`src/rtl/keypad_scanner.sv`:
```
// keypad_scanner: 4x4 matrix keypad column scanner with row
// synchronizer, press/release debounce and registered key output.
// Ports: clk, reset (async, active-high), rows[3:0] (active-low,
// async), cols[3:0] (one-hot-low drive), key_code[3:0], key_valid
// (one-cycle pulse), key_held.
// Optional auto-repeat while held: define KEYPAD_REPEAT_EN.
module keypad_scanner #(
  parameter int unsigned SCAN_DIV        = 4800,
  parameter int unsigned DEBOUNCE_CYCLES = 960000,
  parameter int unsigned REPEAT_DELAY    = 24000000,
  parameter int unsigned REPEAT_CYCLES   = 4800000
) (
  input  logic       clk,
  input  logic       reset,
  input  logic [3:0] rows,
  output logic [3:0] cols,
  output logic [3:0] key_code,
  output logic       key_valid,
  output logic       key_held
);

  localparam int unsigned M0 =
    (SCAN_DIV > DEBOUNCE_CYCLES) ? SCAN_DIV : DEBOUNCE_CYCLES;
  localparam int unsigned M1 =
    (REPEAT_DELAY > REPEAT_CYCLES) ? REPEAT_DELAY : REPEAT_CYCLES;
  localparam int unsigned MAXP = (M0 > M1) ? M0 : M1;
  localparam int unsigned CW   = $clog2(MAXP) + 1;

  localparam logic [CW-1:0] DIV_LAST = CW'(SCAN_DIV - 1);
  localparam logic [CW-1:0] DB_N     = CW'(DEBOUNCE_CYCLES);

  typedef enum logic [1:0] {
    SCAN,
    DEBOUNCE,
    HELD,
    RELEASE
  } state_t;

  state_t      state_q, state_d;
  logic [3:0]  sync_q, rs_q;
  logic [1:0]  col_q, col_d;
  logic [1:0]  row_q, row_d;
  logic [CW-1:0] div_q, div_d;
  logic [CW-1:0] cnt_q, cnt_d;
  logic [3:0]  code_q, code_d;
  logic        valid_q, valid_d;
  logic        held_q, held_d;

  logic [CW-1:0] div_inc, cnt_inc;
  logic [1:0]  low_row;
  logic        row_hi;

`ifdef KEYPAD_REPEAT_EN
  localparam logic [CW-1:0] RD_N = CW'(REPEAT_DELAY);
  localparam logic [CW-1:0] RC_N = CW'(REPEAT_CYCLES);
  logic [CW-1:0] rep_q, rep_d, rep_inc;
  logic          first_q, first_d;
  assign rep_inc = (rep_q == '1) ? rep_q : rep_q + CW'(1);
`endif

  function automatic logic [3:0] key_map(
    input logic [1:0] r,
    input logic [1:0] c
  );
    logic [3:0] k;
    unique case ({r, c})
      4'd0:  k = 4'h1;
      4'd1:  k = 4'h2;
      4'd2:  k = 4'h3;
      4'd3:  k = 4'hA;
      4'd4:  k = 4'h4;
      4'd5:  k = 4'h5;
      4'd6:  k = 4'h6;
      4'd7:  k = 4'hB;
      4'd8:  k = 4'h7;
      4'd9:  k = 4'h8;
      4'd10: k = 4'h9;
      4'd11: k = 4'hC;
      4'd12: k = 4'hE;
      4'd13: k = 4'h0;
      4'd14: k = 4'hF;
      4'd15: k = 4'hD;
    endcase
    return k;
  endfunction

  // Counters saturate instead of wrapping.
  assign div_inc = (div_q == '1) ? div_q : div_q + CW'(1);
  assign cnt_inc = (cnt_q == '1) ? cnt_q : cnt_q + CW'(1);
  assign row_hi  = rs_q[row_q];

  // Lowest-index low row wins within a column.
  always_comb begin
    low_row = 2'd3;
    if (!rs_q[2]) low_row = 2'd2;
    if (!rs_q[1]) low_row = 2'd1;
    if (!rs_q[0]) low_row = 2'd0;
  end

  always_comb begin
    state_d = state_q;
    col_d   = col_q;
    row_d   = row_q;
    div_d   = div_q;
    cnt_d   = cnt_q;
    code_d  = code_q;
    valid_d = 1'b0;
    held_d  = held_q;
`ifdef KEYPAD_REPEAT_EN
    rep_d   = rep_q;
    first_d = first_q;
`endif
    unique case (state_q)
      SCAN: begin
        if (div_q == DIV_LAST) begin
          div_d = '0;
          if (rs_q != 4'hF) begin
            row_d   = low_row;
            cnt_d   = '0;
            state_d = DEBOUNCE;
          end else begin
            col_d = col_q + 2'd1;
          end
        end else begin
          div_d = div_inc;
        end
      end
      DEBOUNCE: begin
        if (row_hi) begin
          col_d   = col_q + 2'd1;
          div_d   = '0;
          cnt_d   = '0;
          state_d = SCAN;
        end else begin
          cnt_d = cnt_inc;
          if (cnt_inc == DB_N) begin
            code_d  = key_map(row_q, col_q);
            valid_d = 1'b1;
            held_d  = 1'b1;
            state_d = HELD;
`ifdef KEYPAD_REPEAT_EN
            rep_d   = '0;
            first_d = 1'b1;
`endif
          end
        end
      end
      HELD: begin
        if (row_hi) begin
          cnt_d   = '0;
          state_d = RELEASE;
`ifdef KEYPAD_REPEAT_EN
          rep_d   = '0;
`endif
        end else begin
`ifdef KEYPAD_REPEAT_EN
          rep_d = rep_inc;
          if (rep_inc == (first_q ? RD_N : RC_N)) begin
            valid_d = 1'b1;
            rep_d   = '0;
            first_d = 1'b0;
          end
`endif
        end
      end
      RELEASE: begin
        if (!row_hi) begin
          state_d = HELD;
`ifdef KEYPAD_REPEAT_EN
          rep_d   = '0;
          first_d = 1'b1;
`endif
        end else begin
          cnt_d = cnt_inc;
          if (cnt_inc == DB_N) begin
            held_d  = 1'b0;
            col_d   = col_q + 2'd1;
            div_d   = '0;
            cnt_d   = '0;
            state_d = SCAN;
          end
        end
      end
    endcase
  end

  always_ff @(posedge clk or posedge reset) begin
    if (reset) begin
      sync_q  <= 4'hF;
      rs_q    <= 4'hF;
      state_q <= SCAN;
      col_q   <= 2'd0;
      row_q   <= 2'd0;
      div_q   <= '0;
      cnt_q   <= '0;
      code_q  <= 4'h0;
      valid_q <= 1'b0;
      held_q  <= 1'b0;
    end else begin
      sync_q  <= rows;
      rs_q    <= sync_q;
      state_q <= state_d;
      col_q   <= col_d;
      row_q   <= row_d;
      div_q   <= div_d;
      cnt_q   <= cnt_d;
      code_q  <= code_d;
      valid_q <= valid_d;
      held_q  <= held_d;
    end
  end

`ifdef KEYPAD_REPEAT_EN
  always_ff @(posedge clk or posedge reset) begin
    if (reset) begin
      rep_q   <= '0;
      first_q <= 1'b0;
    end else begin
      rep_q   <= rep_d;
      first_q <= first_d;
    end
  end
`endif

  assign cols      = ~(4'b0001 << col_q);
  assign key_code  = code_q;
  assign key_valid = valid_q;
  assign key_held  = held_q;

endmodule

```
`config.mk`:
```
export PLATFORM = sky130hd
export DESIGN_NAME = keypad_scanner
export DESIGN_NICKNAME = d
export VERILOG_FILES = /design/src/rtl/keypad_scanner.sv
export SDC_FILE = /design/constraint.sdc
export NUM_CORES = 1
export LEC_CHECK = 0
export CORE_ASPECT_RATIO = 1.2
export CORE_MARGIN = 5
export CORE_UTILIZATION = 64
export CTS_BUF_LIST = sky130_fd_sc_hd__clkbuf_8
export DETAILED_ROUTE_END_ITERATION = 7
export HOLD_SLACK_MARGIN = 0.15
export PLACE_DENSITY = 0.83
export SLEW_MARGIN = 20
export SYNTH_ARGS = -nofsm -noshare
export SYNTH_HDL_FRONTEND = slang
export SYNTH_SLANG_ARGS = --single-unit
```
`constraint.sdc`:
```
create_clock -name clk -period 3.5 [get_ports clk]
set_input_delay 0.7 -clock clk [delete_from_list [all_inputs] [get_ports clk]]
set_output_delay 0.7 -clock clk [all_outputs]
set_load 0.005 [all_outputs]
```
### After elaboration in Yosys (flattened, before gate mapping)

Memory sizes are Yosys's and may differ from the RTL's. A register that Yosys moved wholly into a read port is not among the register bits.
Index checks and enable logic that the tools add are counted.

| operators by class | value |
|---|---|
| $add $sub $neg | 3 |
| magnitude comparators | 1 |
| equal/unequal tests | 20 |
| shift-type cells | 1 |
| multiplexer cells | 40 |
| bitwise operators | 2 |
| reduce and logical (&&, ||, !) cells | 10 |

Operator list:

| cell | count |
|---|---|
| $mux W26 | 11 |
| $pmux W26 S4 | 1 |
| $pmux W26 S3 | 1 |
| $add A26 B1 Y26 const B | 2 |
| $eq A26 B26 Y1 const B | 2 |
| $mux W2 | 14 |
| $eq A26 B13 Y1 const B | 1 |
| $eq A26 B20 Y1 const B | 1 |
| $ne A2 B2 Y1 const B | 9 |
| $reduce_and A5 Y1 | 3 |
| $mux W1 | 9 |
| $ne A3 B3 Y1 const B | 3 |
| $pmux W2 S4 | 1 |
| $pmux W2 S3 | 1 |
| $reduce_and A3 Y1 | 2 |
| $reduce_and A6 Y1 | 1 |
| $eq A2 B2 Y1 const B | 2 |
| $ne A4 B4 Y1 const B | 1 |
| $not A4 Y4 | 1 |
| $reduce_and A4 Y1 | 1 |
| $shl A1 B2 Y4 const A | 1 |
| $lt A2 B3 Y1 const B | 1 |
| $reduce_bool A3 Y1 | 1 |
| $add A2 B1 Y2 const B | 1 |
| other kinds (6) | 6 |

| word-level totals | value |
|---|---|
| flip-flop bits (word level) | 68 |
| bits in read-only memories | 64 |
| memories | 1 |

Memory list:

| name | depth | width | rd ports | clocked after Yosys merged registers in | write ports | line | RTL |
|---|---|---|---|---|---|---|---|
| (name not given) | 16 | 4 | 1 | 1 | 0 | 66 | `unique case ({r, c})` |

### Longest topological paths before layout

Gate-level depths: netlist of the first run.

| depth | value |
|---|---|
| depth after elaboration | 6 |
| mapped depth | 13 |

### Least setup slack after synthesis of the first run

No wires, ideal clock.

| path | value |
|---|---|
| path type | register to register |
| from | reg cnt_q[0] |
| to | reg col_q[1] |
| setup time | 128 ps |
| arrival time | 2954 ps |
| slack | 418 ps |
| stages on the path, launching flop included | 13 |
| buffers on the path | 2 |
| period minus slack after synthesis | 3082 ps |
| cell sequence | dfrtp_1 > ha_1 > and4_1 > buf_2 > and3_1 > clkbuf_1 > or4_1 > a21oi_1 > nand4_1 > nor4_4 > nand2_1 > o22a_1 > mux2_1 |

| between the ends | value |
|---|---|
| longest elaborated chain between the ends | 5 |
| elaborated cells on any way between the ends | 6 |
| those cells by class | add/sub (1); eq/ne (3); mux (1); reduce/logical (1) |

Ends and longest elaborated chain:

| what | line | RTL |
|---|---|---|
| start: declaration | 44 | `logic [CW-1:0] cnt_q, cnt_d;` |
| start signal: assignment | 206 | `cnt_q <= cnt_d;` |
| $add A26 B1 Y26 / $eq A26 B26 Y1 (equally long branches) | 89 | `assign cnt_inc = (cnt_q == '1) ? cnt_q : cnt_q + CW'(1);` |
| $mux W26 * | 89 |  |
| $eq A26 B20 Y1 * | 175 | `if (cnt_inc == DB_N) begin` |
| $ne A2 B2 Y1 (no source line) * | n/a |  |
| $reduce_and A6 Y1 (no source line) * | n/a |  |
| end signal: assignment | 203 | `col_q <= col_d;` |
| end: declaration | 41 | `logic [1:0] col_q, col_d;` |

Mark *: on every way between the ends. The rest lies on a longest branch, timed or not.
A chain may end at the register's enable or synchronous reset.

### Final worst setup path of the first run

Same ends and word-level chain as after synthesis.

==> results of run 1 <==
final cells by class:
cell class,count,area [um^2]
Clock buffer,11,151
Clock inverter,5,78.8
Fill cell,520,1770
Inverter,19,71.3
Multi-Input combinational cell,426,2500
Sequential cell,72,1810
Tap cell,87,109
Timing Repair Buffer,46,395
layout by cell type (no fill, tap or decap), types with 18 or more instances in the layout:
| master | n |
|---|---|
| sky130_fd_sc_hd__a21oi_1 | 24 |
| sky130_fd_sc_hd__buf_4 | 30 |
| sky130_fd_sc_hd__dfrtp_1 | 64 |
| sky130_fd_sc_hd__inv_1 | 18 |
| sky130_fd_sc_hd__nand2_1 | 65 |
| sky130_fd_sc_hd__nand3_1 | 38 |
| sky130_fd_sc_hd__nand4_1 | 23 |
| sky130_fd_sc_hd__nor2_1 | 47 |
| sky130_fd_sc_hd__nor3_1 | 18 |
| sky130_fd_sc_hd__o21ai_0 | 57 |
through the flow:
step	utilization, %	power [mW]
after floorplan	-	0.873
after global placement	70.9	0.887
after detailed placement	70.9	0.888
after CTS	74.2	1.64
after global routing	74.3	1.69
final	74.3	1.63
where the power goes:
part	leakage, nW	internal (mW)	switching [mW]
Clock	0.119	0.440	0.322
Combinational	1.02	0.00901	0.0194
Sequential	0.964	0.840	0.00290
Total	2.11	1.29	0.344
sequential cells by signal (all words and copies together) (netlist names), 2 cells and up, named ones only:
| register | cells |
|---|---|
| rs_q | 4 |
| div_q | 26 |
| key_code | 4 |
| sync_q | 4 |
| row_q | 2 |
| cnt_q | 26 |
| col_q | 2 |
kinds of logic after synthesis:
| kind of cell | synth area share, % |
|---|---|
| simple gates | 28.6 |
| compound gates | 19.9 |
| flops | 39.9 |
| buf+inv | 5.32 |
| xor+xnor | 1.74 |
| mux | 2.37 |
| fa+ha+maj | 2.20 |
cells in the mapped netlist (3+ instances only):
cell                       count  area share (%)
sky130_fd_sc_hd__xnor2_1       5            0.96
sky130_fd_sc_hd__o311ai_0      3            0.58
sky130_fd_sc_hd__or4_1         3            0.50
sky130_fd_sc_hd__or3_1        10             1.4
sky130_fd_sc_hd__a21o_1        5            0.83
sky130_fd_sc_hd__o31a_1        4            0.77
sky130_fd_sc_hd__o31ai_1       9             1.5
sky130_fd_sc_hd__nor4b_1       4            0.77
sky130_fd_sc_hd__nand2_1      65             5.4
sky130_fd_sc_hd__a31oi_1      16             2.2
sky130_fd_sc_hd__dfstp_2       8             4.6
sky130_fd_sc_hd__a41oi_1       3            0.58
sky130_fd_sc_hd__inv_1        19             1.6
sky130_fd_sc_hd__dfrtp_1      64              35
sky130_fd_sc_hd__nor3_1       18             2.0
sky130_fd_sc_hd__nor2_1       47             3.9
sky130_fd_sc_hd__o211ai_1      5            0.83
sky130_fd_sc_hd__buf_2        16             1.8
sky130_fd_sc_hd__mux2i_1       4            0.88
sky130_fd_sc_hd__o21ai_0      57             6.3
sky130_fd_sc_hd__clkbuf_1     21             1.7
sky130_fd_sc_hd__nand2b_1      4            0.55
sky130_fd_sc_hd__and2_1        6            0.83
sky130_fd_sc_hd__nor4_1        8             1.1
sky130_fd_sc_hd__nand4_1      23             3.2
sky130_fd_sc_hd__and3_1       15             2.1
sky130_fd_sc_hd__and4_1        6             1.2
sky130_fd_sc_hd__a21oi_1      24             2.6
sky130_fd_sc_hd__nor2b_1       4            0.55
sky130_fd_sc_hd__nand3_1      38             4.2
sky130_fd_sc_hd__ha_1          8             2.2
sky130_fd_sc_hd__xor2_1        4            0.77
metal layers:
layer  global-route usage, %  wire, um  vias up
li1                        -         -     2076
met1                    34.1      4650     2168
met2                    52.0      6420      206
met3                    5.08       764       47
met4                    13.1       553        0
met5                       0         0        -
worst paths after layout:
kind,to,depth (start not counted)
max,col_q[1],12
min,rs_q[0],0
max reg2reg,col_q[1],12
min reg2reg,rs_q[0],0
max in group asynchronous,sync_q[0],3
min in group asynchronous,cnt_q[18],2
==> implementation parameters, run 1 <==
Parameter                              Value

Floorplan
  Area enclosed by the die boundary    8890 um^2
  I/O pin count    16
  Die boundary width    86.9 um
  Initial Util    65.9%
  Height of the die    102 um
  Core outline area    6900 um^2
  Count of standard-cell rows    33

Timing
  Sum Neg Setup Slack    0 ps
  Smallest hold slack    360 ps
  Setup violations, final    0
  Period utilisation layout    95.5%
  Worst Tran Pin Value    738 ps
  Number of endpoints with negative hold slack in the final report    0
  Slew Limit Fails    0
  Post-layout worst setup margin    159 ps
  Clock skew    16.9 ps
  Unrepaired setup endpoints after global routing    no
  Headroom to the max-slew limit    50.4%
  Minimum clock period    3340 ps
  Highest Clock Rate    0.299 GHz

Critical path
  Critical Path RT    3730 ps
  Start-to-end type of the worst setup path    reg2reg
  Buffering stage count on the worst path with inverters included    3
  Stage delay of the slowest cell on the critical path    460 ps
  Element type at the critical path start    register
  Endpoint class of the critical path    register
  Highest net fanout along the worst path    9
  Most common cell type on the critical path    sky130_fd_sc_hd__buf_4
  Standard cell with the maximum stage delay on the critical path    sky130_fd_sc_hd__dfrtp_1
  Reg-to-reg setup timing slack    160 ps
  Crit-path leading delay family    simple AND/OR/NAND/NOR gates
  CP Launch Point    cnt_q[0]
  Crit path arrival time    3570 ps
  Cells along the critical path    ha_2 > nand4_1 > buf_4 > o31a_1 > nor4b_1 > o31ai_1 > buf_4 > nor4_4 > buf_4 > nand2_1 > o22a_1 > mux2_1
  Launching point of the worst reg2reg path    cnt_q[0]

Global route
  Largest net degree at the start of global routing    59
  Overall Global Routing Usage    29.2%
  Number of global-route vias before repair    4198
  Global-route wire length before repair    20400 um
  Global-route congestion overflow total    0
  Initial antenna violation count    0

Placed design
  Placed inst area    4890 um^2
  HPWL Detailed    8600 um
  Worst-case setup slack after placement    217 ps
  Port-buffer cells    15
  Gpl congestion    0.981
  Placed cells    650

Drt
  Avg WL per Cell    18.6 um
  Number of design-rule violations left by the first detailed-router iteration    382
  Aggregate routed wire length    12400 um
  Routed vias/inst    6.75
  DRC violations left    0
  ANT nets after route    0
  Overall via count from detail_route    4497
  TritonRoute pass-1 iters    5

Finish
  Area overhead of the layout relative to synthesis    12.8%
  # nets final    588
  Cell area after layout    5120 um^2
  Fraction of layout instances using a drive strength above 1    11.7%
  Antenna diode count    0
  Count of non-filler cells in the finished layout    666

Min path
  Hold Startpoint    sync_q[0]
  HP Class    reg2reg

Clock network
  Post-cts repair resize count    0
  Htree depth    3
  Clock root buffer master    sky130_fd_sc_hd__clkbuf_8
  Number of buffers inserted to repair setup after CTS    0
  Num CTS Buffers    9
  Number of sinks handled by clock tree synthesis    72
  CTS tree    done
  Skew-Pair Late Insertion Delay    340 ps
  Clock-pin slew reported for the worst setup and hold paths after clock tree synthesis    80 ps
  Hold-fix buffer count after cts    0
  Maximum buffer depth of the clock tree    2

Synth
  Number of library cell types mapped by synthesis    55
  Asr flop ratio synth    100%
  Mapped Avg Cell Area    8.17 um^2
  Number of standard cells after synthesis    556
  Main synth FF type    sky130_fd_sc_hd__dfrtp_1
  Number of enable flip-flop cells after synthesis    0
  Post-synth design cell area    4540 um^2
  Count of synthesis-stage warnings from yosys    0
  Net count after synthesis    570
  Number of register bits inferred by synthesis    72
  Part of the Yosys area used for sequential elements    39.9%

Job
  Maximum capacitance violations    0

Run status
  Status    completed

Power and ir drop
  Power per cell area    319 nW/um^2
  Leakage power of the design    2.11 nW
  Maximum resistive drop on vdd    0.000329 V
No activity file was read; power rests on OpenSTA's default activity.
==> run 2, diff against run 1 <==
Clock period 3.5 ns to 3.55 ns, I/O delays scaled along.
==> implementation parameters, run 2 (synthesis gave the netlist of run 1 again) <==
Parameter                              Value

Finish
  Commonest cells after routing, fill and taps aside    sky130_fd_sc_hd__nand2_1 (65), sky130_fd_sc_hd__dfrtp_1 (64), sky130_fd_sc_hd__o21ai_0 (57) (unchanged)
  Antenna diode count    0 (unchanged)
  Cell area after layout    5050 um^2 (was 5120 um^2)
  Fraction of layout instances using a drive strength above 1    10.8% (was 11.7%)
  Area overhead of the layout relative to synthesis    11.2% (was 12.8%)
  Count of non-filler cells in the finished layout    661 (was 666)
  # nets final    583 (was 588)
  Filler cell count in the final layout    529 (was 520)
  Largest regs    cnt_q: 26 flops, div_q: 26 flops (unchanged)
  Most frequent standard cell in the layout excluding fill and tap cells    sky130_fd_sc_hd__nand2_1 (unchanged)

Placed design
  Placed cells    645 (was 650)
  Gpl congestion    1.01 (was 0.981)
  Placed inst area    4860 um^2 (was 4890 um^2)
  Port-buffer cells    15 (unchanged)
  HPWL Detailed    8910 um (was 8600 um)

Timing
  Headroom to the max-slew limit    50.2% (was 50.4%)
  Smallest hold slack    359 ps (was 360 ps)
  Minimum clock period    3280 ps (was 3340 ps)
  Period utilisation layout    92.3% (was 95.5%)
  Sum Neg Setup Slack    0 ps (unchanged)
  Number of endpoints with negative hold slack in the final report    0 (unchanged)
  Setup violations, final    0 (unchanged)
  Worst Tran Pin Value    746 ps (was 738 ps)
  Highest Clock Rate    0.305 GHz (was 0.299 GHz)
  Slew Limit Fails    0 (unchanged)
  Clock skew    18.7 ps (was 16.9 ps)
  Unrepaired setup endpoints after global routing    no (unchanged)

Floorplan
  I/O pin count    16 (unchanged)
  Height of the die    102 um (unchanged)
  Core outline area    6900 um^2 (unchanged)
  Area enclosed by the die boundary    8890 um^2 (unchanged)
  Die boundary width    86.9 um (unchanged)
  Initial Util    65.9% (unchanged)
  Count of standard-cell rows    33 (unchanged)

Clock network
  Htree depth    3 (unchanged)
  Number of sinks handled by clock tree synthesis    72 (unchanged)
  CTS tree    done (unchanged)
  Clock-pin slew reported for the worst setup and hold paths after clock tree synthesis    80 ps (about the same)
  Maximum buffer depth of the clock tree    2 (unchanged)
  Hold-fix buffer count after cts    0 (unchanged)
  Num CTS Buffers    9 (unchanged)
  Clock root buffer master    sky130_fd_sc_hd__clkbuf_8 (unchanged)
  Skew-Pair Late Insertion Delay    350 ps (was 340 ps)

Job
  Maximum capacitance violations    0 (unchanged)

Drt
  Aggregate routed wire length    12300 um (was 12400 um)
  Overall via count from detail_route    4414 (was 4497)
  Number of design-rule violations left by the first detailed-router iteration    312 (was 382)
  DRC violations left    0 (unchanged)
  Avg WL per Cell    18.7 um (was 18.6 um)
  Routed vias/inst    6.68 (was 6.75)
  TritonRoute pass-1 iters    5 (unchanged)
  ANT nets after route    0 (unchanged)

Power and ir drop
  Internal portion of total power    1.11 mW (was 1.29 mW)
  Portion of total power attributed to combinational logic    1.9% (was 1.7%)
  Leakage power of the design    2.06 nW (was 2.11 nW)
  Relative contribution of the clock network to total power    41.4% (was 46.6%)
  Sw frac    24.2% (was 21.1%)
  Register share of total power    56.7% (was 51.6%)
  Maximum resistive drop on vdd    0.000287 V (was 0.000329 V)
  Power per cell area    290 nW/um^2 (was 319 nW/um^2)
  Switching power total    0.355 mW (was 0.344 mW)
  Final Total Pwr    1.47 mW (was 1.63 mW)

Run status
  Status    completed (unchanged)

Global route
  Largest net degree at the start of global routing    39 (was 59)
  Global-route congestion overflow total    0 (unchanged)
  Overall Global Routing Usage    29.8% (was 29.2%)
  Global-route wire length before repair    20800 um (was 20400 um)
  Number of global-route vias before repair    4320 (was 4198)
  Initial antenna violation count    0 (unchanged)

Critical path
  Endpoint class of the critical path    register (unchanged)
  Start-to-end type of the worst setup path    reg2reg (unchanged)
  Element type at the critical path start    register (unchanged)
  Critical Path RT    3780 ps (was 3730 ps)
  Crit path arrival time    3500 ps (was 3570 ps)
  Highest net fanout along the worst path    12 (was 9)

Min path
  HP Class    reg2reg (unchanged)
[run 2: path summary, 6_finish.rpt]
check | startpoint | to | slack [ps] | cells after the start
worst max-delay path | cnt_q[16] | col_q[1] | 270 | 11
worst min-delay path | sync_q[0] | rs_q[0] | 360 | 0
max in group asynchronous | reset | div_q[10] | 2060 | 3
worst min register to register | sync_q[0] | rs_q[0] | 360 | 0
worst max register to register | cnt_q[16] | col_q[1] | 270 | 11
min in group asynchronous | reset | cnt_q[0] | 800 | 2
[run 2: power groups by stage]
stage	clock (mW)	combinational, mW	sequential, mW
global placement	0	0.0289	0.846
floorplan	0	0.0152	0.845
CTS	0.607	0.0294	0.830
finish	0.607	0.0281	0.830
detailed placement	0	0.0295	0.846
global route	0.646	0.0326	0.831
[run 2: worst max-delay path, stage by stage (launching register included)]
cell and delay (ps):
sky130_fd_sc_hd__dfrtp_1 500, sky130_fd_sc_hd__and3_1 340, sky130_fd_sc_hd__nand4_1 180, sky130_fd_sc_hd__buf_4 220
sky130_fd_sc_hd__or4_1 510, sky130_fd_sc_hd__a21oi_1 160, sky130_fd_sc_hd__nand4_1 180, sky130_fd_sc_hd__nor4_4 200
sky130_fd_sc_hd__buf_4 190, sky130_fd_sc_hd__nand2_1 90, sky130_fd_sc_hd__o22a_1 270, sky130_fd_sc_hd__mux2_1 310
[run 2: cell type report]
type                       count  area [um^2]  area share (%)
tap                           87          109            2.16
clock buffer                  10          138            2.73
timing repair buffer          41          370            7.34
clock inverter                 6         42.5           0.843
inverter                      19         71.3            1.41
sequential                    72         1810            35.9
multi-input combinational    426         2510            49.6
[run 2: through the flow]
step           worst slack [ps]  util (%)
3_3_place_gp                349      70.5
2_1_floorplan               468         -
4_1_cts                     232      73.1
6_report                    274      73.2
5_1_grt                    95.1      73.2
3_5_place_dp                271      70.5
[run 2: what timing repair did]
action                                  4_1_cts  5_1_grt
gates resized for setup                       0        2
setup buffers                                 0        0
endpoints found under the setup margin        0        3
[run 2: metal layers]
layer	share of wire, %	routed length (um)	vias to the layer above	track usage (%)
met5	0	0	-	0
li1	-	-	2064	-
met4	3.6	450	0	12.4
met2	53	6550	176	53.5
met1	38	4690	2129	35.1
met3	5.3	652	45	5.08
